$ cat config.mk
export PLATFORM = sky130hd
export DESIGN_NAME = wb_regfile_fwd_flat
export DESIGN_NICKNAME = d
export VERILOG_FILES = /design/src/rtl/wb_regfile_fwd_pkg.sv /design/src/rtl/wb_regfile_fwd_if.sv /design/src/rtl/wb_regfile_fwd_regfile_core.sv /design/src/rtl/wb_regfile_fwd.sv /design/src/flat_wrapper.sv
export SDC_FILE = /design/constraint.sdc
export NUM_CORES = 1
export LEC_CHECK = 0
export CAP_MARGIN = 20
export CORE_UTILIZATION = 40
export DETAILED_ROUTE_END_ITERATION = 7
export PLACE_DENSITY = 0.7
export SETUP_SLACK_MARGIN = 0.3
export SYNTH_ARGS = -nofsm -noshare
export SYNTH_HDL_FRONTEND = slang
export SYNTH_HIERARCHICAL = 1
export SYNTH_SLANG_ARGS = --single-unit
$ cat constraint.sdc
create_clock -name clk -period 3.35 [get_ports clk]
set_input_delay 1.005 -clock clk [delete_from_list [all_inputs] [get_ports clk]]
set_output_delay 1.005 -clock clk [all_outputs]
set_load 0.01 [all_outputs]
$ cat src/rtl/wb_regfile_fwd_pkg.sv
// Shared widths and operand-source encoding for the write-back stage and
// register file with decode-stage forwarding.
package wb_regfile_fwd_pkg;

    localparam int DSIZE_DEF = 16;
    localparam int ASIZE_DEF = 3;
    localparam int CNTW_DEF  = 16;

    typedef enum logic [1:0] {
        FWD_ARR  = 2'd0,
        FWD_WB   = 2'd1,
        FWD_EXE  = 2'd2,
        FWD_ZERO = 2'd3
    } fwd_sel_e;

endpackage

$ cat src/rtl/wb_regfile_fwd_if.sv
// Bundle of the EXE/WB write inputs, decode read ports and debug counter.
// The pipeline drives through master; the register file block uses slave.
interface wb_regfile_fwd_if
    import wb_regfile_fwd_pkg::*;
#(
    parameter int DSIZE = DSIZE_DEF,
    parameter int ASIZE = ASIZE_DEF,
    parameter int CNTW  = CNTW_DEF
);

    logic             wb_wen;
    logic [ASIZE-1:0] wb_waddr;
    logic [DSIZE-1:0] wb_wdata;
    logic             exe_wen;
    logic [ASIZE-1:0] exe_waddr;
    logic [DSIZE-1:0] exe_result;
    logic [ASIZE-1:0] raddr1;
    logic [ASIZE-1:0] raddr2;
    logic [DSIZE-1:0] rdata1;
    logic [DSIZE-1:0] rdata2;
    fwd_sel_e         fwd_sel1;
    fwd_sel_e         fwd_sel2;
    logic [CNTW-1:0]  wr_count;

    modport master (
        output wb_wen, wb_waddr, wb_wdata,
        output exe_wen, exe_waddr, exe_result,
        output raddr1, raddr2,
        input  rdata1, rdata2, fwd_sel1, fwd_sel2, wr_count
    );

    modport slave (
        input  wb_wen, wb_waddr, wb_wdata,
        input  exe_wen, exe_waddr, exe_result,
        input  raddr1, raddr2,
        output rdata1, rdata2, fwd_sel1, fwd_sel2, wr_count
    );

endinterface

$ cat src/rtl/wb_regfile_fwd_regfile_core.sv
// Architectural register storage: synchronous reset, one write port and two
// combinational read ports. R0 protection is handled by the caller.
module wb_regfile_fwd_regfile_core #(
    parameter int DSIZE = 16,
    parameter int ASIZE = 3
) (
    input  logic             clk,
    input  logic             rst,
    input  logic             i_wen,
    input  logic [ASIZE-1:0] i_waddr,
    input  logic [DSIZE-1:0] i_wdata,
    input  logic [ASIZE-1:0] i_raddr1,
    input  logic [ASIZE-1:0] i_raddr2,
    output logic [DSIZE-1:0] o_rdata1,
    output logic [DSIZE-1:0] o_rdata2
);

    localparam int NREG = 1 << ASIZE;

    logic [DSIZE-1:0] r_mem [NREG];

    // NOTE: the whole array is reset (not just the valid state) so that
    // never-written registers read a defined zero instead of X.
    always_ff @(posedge clk) begin
        if (rst) begin
            for (int i = 0; i < NREG; i++) begin
                // NOTE: non-blocking so every register samples pre-edge values.
                r_mem[i] <= '0;
            end
        end else if (i_wen) begin
            r_mem[i_waddr] <= i_wdata;
        end
    end

    assign o_rdata1 = r_mem[i_raddr1];
    assign o_rdata2 = r_mem[i_raddr2];

endmodule

$ cat src/rtl/wb_regfile_fwd.sv
// Write-back commit, register file and two forwarded decode operands
// (EXE result > pending WB write > stored value, R0 reads zero).
module wb_regfile_fwd
    import wb_regfile_fwd_pkg::*;
#(
    parameter int DSIZE = DSIZE_DEF,
    parameter int ASIZE = ASIZE_DEF,
    parameter int CNTW  = CNTW_DEF
) (
    input  logic          clk,
    input  logic          rst,
    wb_regfile_fwd_if.slave bus
);

    logic             w_commit;
    logic [DSIZE-1:0] w_arr   [2];
    logic [ASIZE-1:0] w_raddr [2];
    logic [DSIZE-1:0] w_rdata [2];
    fwd_sel_e         w_sel   [2];
    logic [CNTW-1:0]  r_wr_count;

    assign w_commit   = bus.wb_wen && (bus.wb_waddr != '0);
    assign w_raddr[0] = bus.raddr1;
    assign w_raddr[1] = bus.raddr2;

    wb_regfile_fwd_regfile_core #(
        .DSIZE (DSIZE),
        .ASIZE (ASIZE)
    ) u_core (
        .clk      (clk),
        .rst      (rst),
        .i_wen    (w_commit),
        .i_waddr  (bus.wb_waddr),
        .i_wdata  (bus.wb_wdata),
        .i_raddr1 (bus.raddr1),
        .i_raddr2 (bus.raddr2),
        .o_rdata1 (w_arr[0]),
        .o_rdata2 (w_arr[1])
    );

    // EXE holds the younger instruction, so it wins over a same-address WB.
    always_comb begin
        for (int p = 0; p < 2; p++) begin
            // NOTE: defaults first on every path keep this purely combinational.
            w_sel[p]   = FWD_ARR;
            w_rdata[p] = w_arr[p];
            if (w_raddr[p] == '0) begin
                w_sel[p]   = FWD_ZERO;
                w_rdata[p] = '0;
            end else if (bus.exe_wen && (bus.exe_waddr == w_raddr[p])) begin
                w_sel[p]   = FWD_EXE;
                w_rdata[p] = bus.exe_result;
            end else if (bus.wb_wen && (bus.wb_waddr == w_raddr[p])) begin
                w_sel[p]   = FWD_WB;
                w_rdata[p] = bus.wb_wdata;
            end
        end
    end

    always_ff @(posedge clk) begin
        if (rst) begin
            r_wr_count <= '0;
        end else if (w_commit) begin
            r_wr_count <= r_wr_count + CNTW'(1);
        end
    end

    assign bus.rdata1   = w_rdata[0];
    assign bus.rdata2   = w_rdata[1];
    assign bus.fwd_sel1 = w_sel[0];
    assign bus.fwd_sel2 = w_sel[1];
    assign bus.wr_count = r_wr_count;

endmodule

$ cat src/flat_wrapper.sv
// flat-port wrapper written by rule: the top's interface ports become plain ports
module wb_regfile_fwd_flat import wb_regfile_fwd_pkg::*;
#(
    parameter int DSIZE = DSIZE_DEF,
    parameter int ASIZE = ASIZE_DEF,
    parameter int CNTW  = CNTW_DEF
)
  (clk, rst, bus_wb_wen, bus_wb_waddr, bus_wb_wdata, bus_exe_wen, bus_exe_waddr, bus_exe_result, bus_raddr1, bus_raddr2, bus_rdata1, bus_rdata2, bus_fwd_sel1, bus_fwd_sel2, bus_wr_count);
  wb_regfile_fwd_if #(.DSIZE(DSIZE), .ASIZE(ASIZE), .CNTW(CNTW)) bus_i ();
  input  logic clk;
  input  logic rst;
  input wire logic [$bits(bus_i.wb_wen)-1:0] bus_wb_wen;
  input wire logic [$bits(bus_i.wb_waddr)-1:0] bus_wb_waddr;
  input wire logic [$bits(bus_i.wb_wdata)-1:0] bus_wb_wdata;
  input wire logic [$bits(bus_i.exe_wen)-1:0] bus_exe_wen;
  input wire logic [$bits(bus_i.exe_waddr)-1:0] bus_exe_waddr;
  input wire logic [$bits(bus_i.exe_result)-1:0] bus_exe_result;
  input wire logic [$bits(bus_i.raddr1)-1:0] bus_raddr1;
  input wire logic [$bits(bus_i.raddr2)-1:0] bus_raddr2;
  output wire logic [$bits(bus_i.rdata1)-1:0] bus_rdata1;
  output wire logic [$bits(bus_i.rdata2)-1:0] bus_rdata2;
  output wire logic [$bits(bus_i.fwd_sel1)-1:0] bus_fwd_sel1;
  output wire logic [$bits(bus_i.fwd_sel2)-1:0] bus_fwd_sel2;
  output wire logic [$bits(bus_i.wr_count)-1:0] bus_wr_count;
  assign bus_i.wb_wen = bus_wb_wen;
  assign bus_i.wb_waddr = bus_wb_waddr;
  assign bus_i.wb_wdata = bus_wb_wdata;
  assign bus_i.exe_wen = bus_exe_wen;
  assign bus_i.exe_waddr = bus_exe_waddr;
  assign bus_i.exe_result = bus_exe_result;
  assign bus_i.raddr1 = bus_raddr1;
  assign bus_i.raddr2 = bus_raddr2;
  assign bus_rdata1 = bus_i.rdata1;
  assign bus_rdata2 = bus_i.rdata2;
  assign bus_fwd_sel1 = bus_i.fwd_sel1;
  assign bus_fwd_sel2 = bus_i.fwd_sel2;
  assign bus_wr_count = bus_i.wr_count;
  wb_regfile_fwd #(.DSIZE(DSIZE), .ASIZE(ASIZE), .CNTW(CNTW)) u_core (.clk(clk), .rst(rst), .bus(bus_i));
endmodule
==> impl_summary.log <==
[metrics] run status: finished, violations left
[metrics] violated checks: setup timing
[metrics] Worst Setup Slack, final: -0.285 ns
[metrics] number of input and output port buffers inserted: 99
[metrics] Total Routing Usage GR: 0.238
[metrics] static leakage: 4.19 nW
[metrics] Vias per Instance: 6.10
[metrics] Antenna Diode Count: 0
[metrics] crit path max fanout: 6
[metrics] most frequent cells in the layout: 128 x sky130_fd_sc_hd__edfxtp_1, 125 x sky130_fd_sc_hd__nor3_1, 62 x sky130_fd_sc_hd__buf_4, 62 x sky130_fd_sc_hd__mux4_2, 49 x sky130_fd_sc_hd__clkdlybuf4s50_1
[metrics] clock tree from TritonCTS: built
[metrics] Syn Nets: 667
[metrics] top cells by area, synth: sky130_fd_sc_hd__edfxtp_1 44%, sky130_fd_sc_hd__mux4_1 17%, sky130_fd_sc_hd__nor3_1 7.2%
[metrics] Synth Flop Type: sky130_fd_sc_hd__edfxtp_1
[metrics] clock network latency to the later pin of the worst-skew pair: 0.42 ns
[metrics] Mapped Cells: 618
[metrics] clock tree skew after final layout: 0.00333 ns
[metrics] final critical delay including setup and external delays: 3.64 ns
[metrics] mean area per synthesized cell: 14.1 um2
[metrics] final clock period utilization by the worst path: 1.09
[metrics] overall die area: 22400 um2
[metrics] placed insts: 1000
[metrics] cts hold-fix bufs: 0
[metrics] Critical Path Sink Type: output pin
[metrics] cell type with the largest total area after synthesis: sky130_fd_sc_hd__edfxtp_1
[metrics] Post-synth EDFFs: 128
[metrics] fraction of post-synthesis cell area in the top cell type by area: 0.442
[metrics] met1 Use GR: 0.288
[metrics] Hold Path Class: flip-flop to flip-flop
[metrics] number of nets in the final layout: 843
[metrics] share of async-settable or async-resettable flops after synthesis: 0
[metrics] vias in the first global route: 6825
[metrics] number of H-tree levels: 4
[metrics] Iter 0 DRT Violations: 632
[metrics] half-perimeter wire length after placement: 15.2 mm
[metrics] number of pins with negative max-slew slack in the final report: 0
[metrics] total congestion overflow after global routing: 0
[metrics] detailed-route wire length per cell: 24.3 um
[metrics] max-cap check violation count: 0
[metrics] TritonCTS Buffers: 17
[metrics] Detailed Route WL: 26.3 mm
[metrics] wire length of the first global-routing pass: 39.4 mm
[metrics] Die X-Extent: 150 um
[metrics] RePlAce Congestion: 0.786
[metrics] total standard cell area after synthesis: 8710 um2
[metrics] power density cells: 428 nW/um2
[metrics] maximum ir drop on the vdd rail: 0.319 mV
[metrics] worst-case clock buffer depth: 2
[metrics] core box area: 21200 um2
[metrics] maximum number of pins on one net before global-route repair: 65
[metrics] number of search-and-repair iterations in the first detailed-routing pass: 4
[metrics] Area growth, synth to finish: 37.1%
[metrics] total number of clock tree sinks: 144
[metrics] most common library cell in the layout ignoring fill and taps: sky130_fd_sc_hd__edfxtp_1
[metrics] setup repair after global routing missed its margin: yes
[metrics] Critical Path Source Type: input port
[metrics] Post-Layout Cell Count: 1082
[metrics] routed via count: 6600
[metrics] initial standard-cell utilization of the core: 0.412
[metrics] hold slack final: 0.509 ns
[metrics] Clk Tree Root Cell: sky130_fd_sc_hd__clkbuf_16
[metrics] met2 track utilization from global routing: 0.422
[metrics] share of the yosys chip area belonging to registers: 0.478
[metrics] Max Clock Freq: 275 MHz
[metrics] Setup Crit Path Kind: input port to output pin
[metrics] clock slew at reported path FFs: 0.06 ns
[metrics] Placement Rows: 53
[metrics] count of distinct cell types in the synthesized netlist: 53
[metrics] Chip Height: 150 um
[metrics] layer with the highest usage after global routing: met2
[metrics] Worst-Margin Slew: 0.751 ns
[metrics] antenna violations before repair: 0
[metrics] ANT nets after route: 0
[metrics] worst path required time: 2.34 ns
[metrics] share of cells above drive strength 1: 0.461
[metrics] data arrival time at the worst-slack endpoint: 2.63 ns
[metrics] # setup viols final: 33
[metrics] Post-route DRC: 0
[metrics] Global Route met3 Usage: 0.0335
[metrics] worst-case headroom to the max-slew limit: 0.499
[metrics] Total Power Consumption: 5.10 mW
[metrics] YS warnings: 6
[metrics] total of flip-flops plus latches after synthesis: 144
[metrics] hold violation total from the final report: 0
[metrics] # IOs: 100
[metrics] Post-Place Worst Slack: -0.850 ns
[stage by stage]
step,utilization,area (um2),TNS (ns)
after global routing,0.564,11900,-5.99
after detailed placement,0.495,10500,-29.38
final,0.564,11900,-4.70
after global placement,0.495,10500,-28.37
after floorplan,-,8770,0
after CTS,0.560,11800,-4.24
[where the power goes]
group,internal [mW],switching (mW),total [mW]
logic,0.610,0.546,1.16
clock network,1.10,0.738,1.84
registers,2.06,0.0537,2.11
[Yosys cell counts (3+ instances only)]
cell,count
sky130_fd_sc_hd__mux2i_1,32
sky130_fd_sc_hd__nand2b_1,3
sky130_fd_sc_hd__nor2_1,15
sky130_fd_sc_hd__o2bb2ai_1,32
sky130_fd_sc_hd__clkbuf_1,25
sky130_fd_sc_hd__edfxtp_1,128
sky130_fd_sc_hd__inv_1,4
sky130_fd_sc_hd__buf_4,6
sky130_fd_sc_hd__mux4_2,7
sky130_fd_sc_hd__dfxtp_1,16
sky130_fd_sc_hd__nor3_2,6
sky130_fd_sc_hd__nand3_1,5
sky130_fd_sc_hd__nand2_1,9
sky130_fd_sc_hd__mux2_2,32
sky130_fd_sc_hd__nand4_1,4
sky130_fd_sc_hd__xnor2_1,19
sky130_fd_sc_hd__nor3_1,125
sky130_fd_sc_hd__buf_6,13
sky130_fd_sc_hd__clkbuf_8,5
sky130_fd_sc_hd__o21bai_1,8
sky130_fd_sc_hd__buf_1,7
sky130_fd_sc_hd__mux4_1,56
sky130_fd_sc_hd__clkinv_1,16
sky130_fd_sc_hd__a21oi_1,6
[sequential cells by signal, indices dropped and copies added, names as in the netlist]
register / cells
u_core/bus.wr_count: 16
u_core/u_core/r_mem: 128
[kinds of logic after synthesis]
kind of cell | synth area share
xor gates and xnor gates | 0.0201
DFF | 0.478
AOI/OAI and AO/OA | 0.0596
and+or+nand+nor | 0.116
muxes | 0.271
adders and majority gates | 0.00144
buffers and inverters | 0.0535
[path summary, 6_finish.rpt]
check	startpoint	to	slack, ns	depth (start not counted)
worst max-delay path	bus_raddr2[0]	bus_rdata2[5]	-0.29	8
worst min-delay path	u_core/bus.wr_count[1]	u_core/bus.wr_count[1]	0.51	2
worst max register to register	u_core/bus.wr_count[0]	u_core/bus.wr_count[14]	1.69	5
worst min register to register	u_core/bus.wr_count[1]	u_core/bus.wr_count[1]	0.51	2
[worst max-delay path: stages]
cell and delay, ns:
sky130_fd_sc_hd__buf_12 0.12, sky130_fd_sc_hd__buf_12 0.12, sky130_fd_sc_hd__buf_12 0.12, sky130_fd_sc_hd__mux4_2 0.51
sky130_fd_sc_hd__mux2_4 0.32, sky130_fd_sc_hd__mux2i_2 0.21, sky130_fd_sc_hd__o2bb2ai_1 0.08, sky130_fd_sc_hd__buf_2 0.14
[layout make-up]
cell class	count	area, um2
inverter	20	75.1
timing repair buffer	215	2330
sequential	144	4160
fill	1548	9220
multi-input combinational	396	4440
clock inverter	12	135
clock buffer	20	437
tap	275	344
[metal layers]
layer | vias to the layer above | part of all wire | wire length, um
met2 | 352 | 0.53 | 13900
met5 | - | 0 | 0
met3 | 43 | 0.074 | 1960
met4 | 0 | 0.019 | 489
met1 | 3366 | 0.38 | 9930
li1 | 2839 | - | -
[timing repair]
| item | in CTS | in global routing |
|---|---|---|
| setup endpoints to repair | 36 | 36 |
| resized for setup | 314 | 27 |
| setup buffers | 41 | 1 |
| pin swaps | 28 | 14 |
| gates cloned | 8 | 0 |
Power figures use the tool's default switching activity.
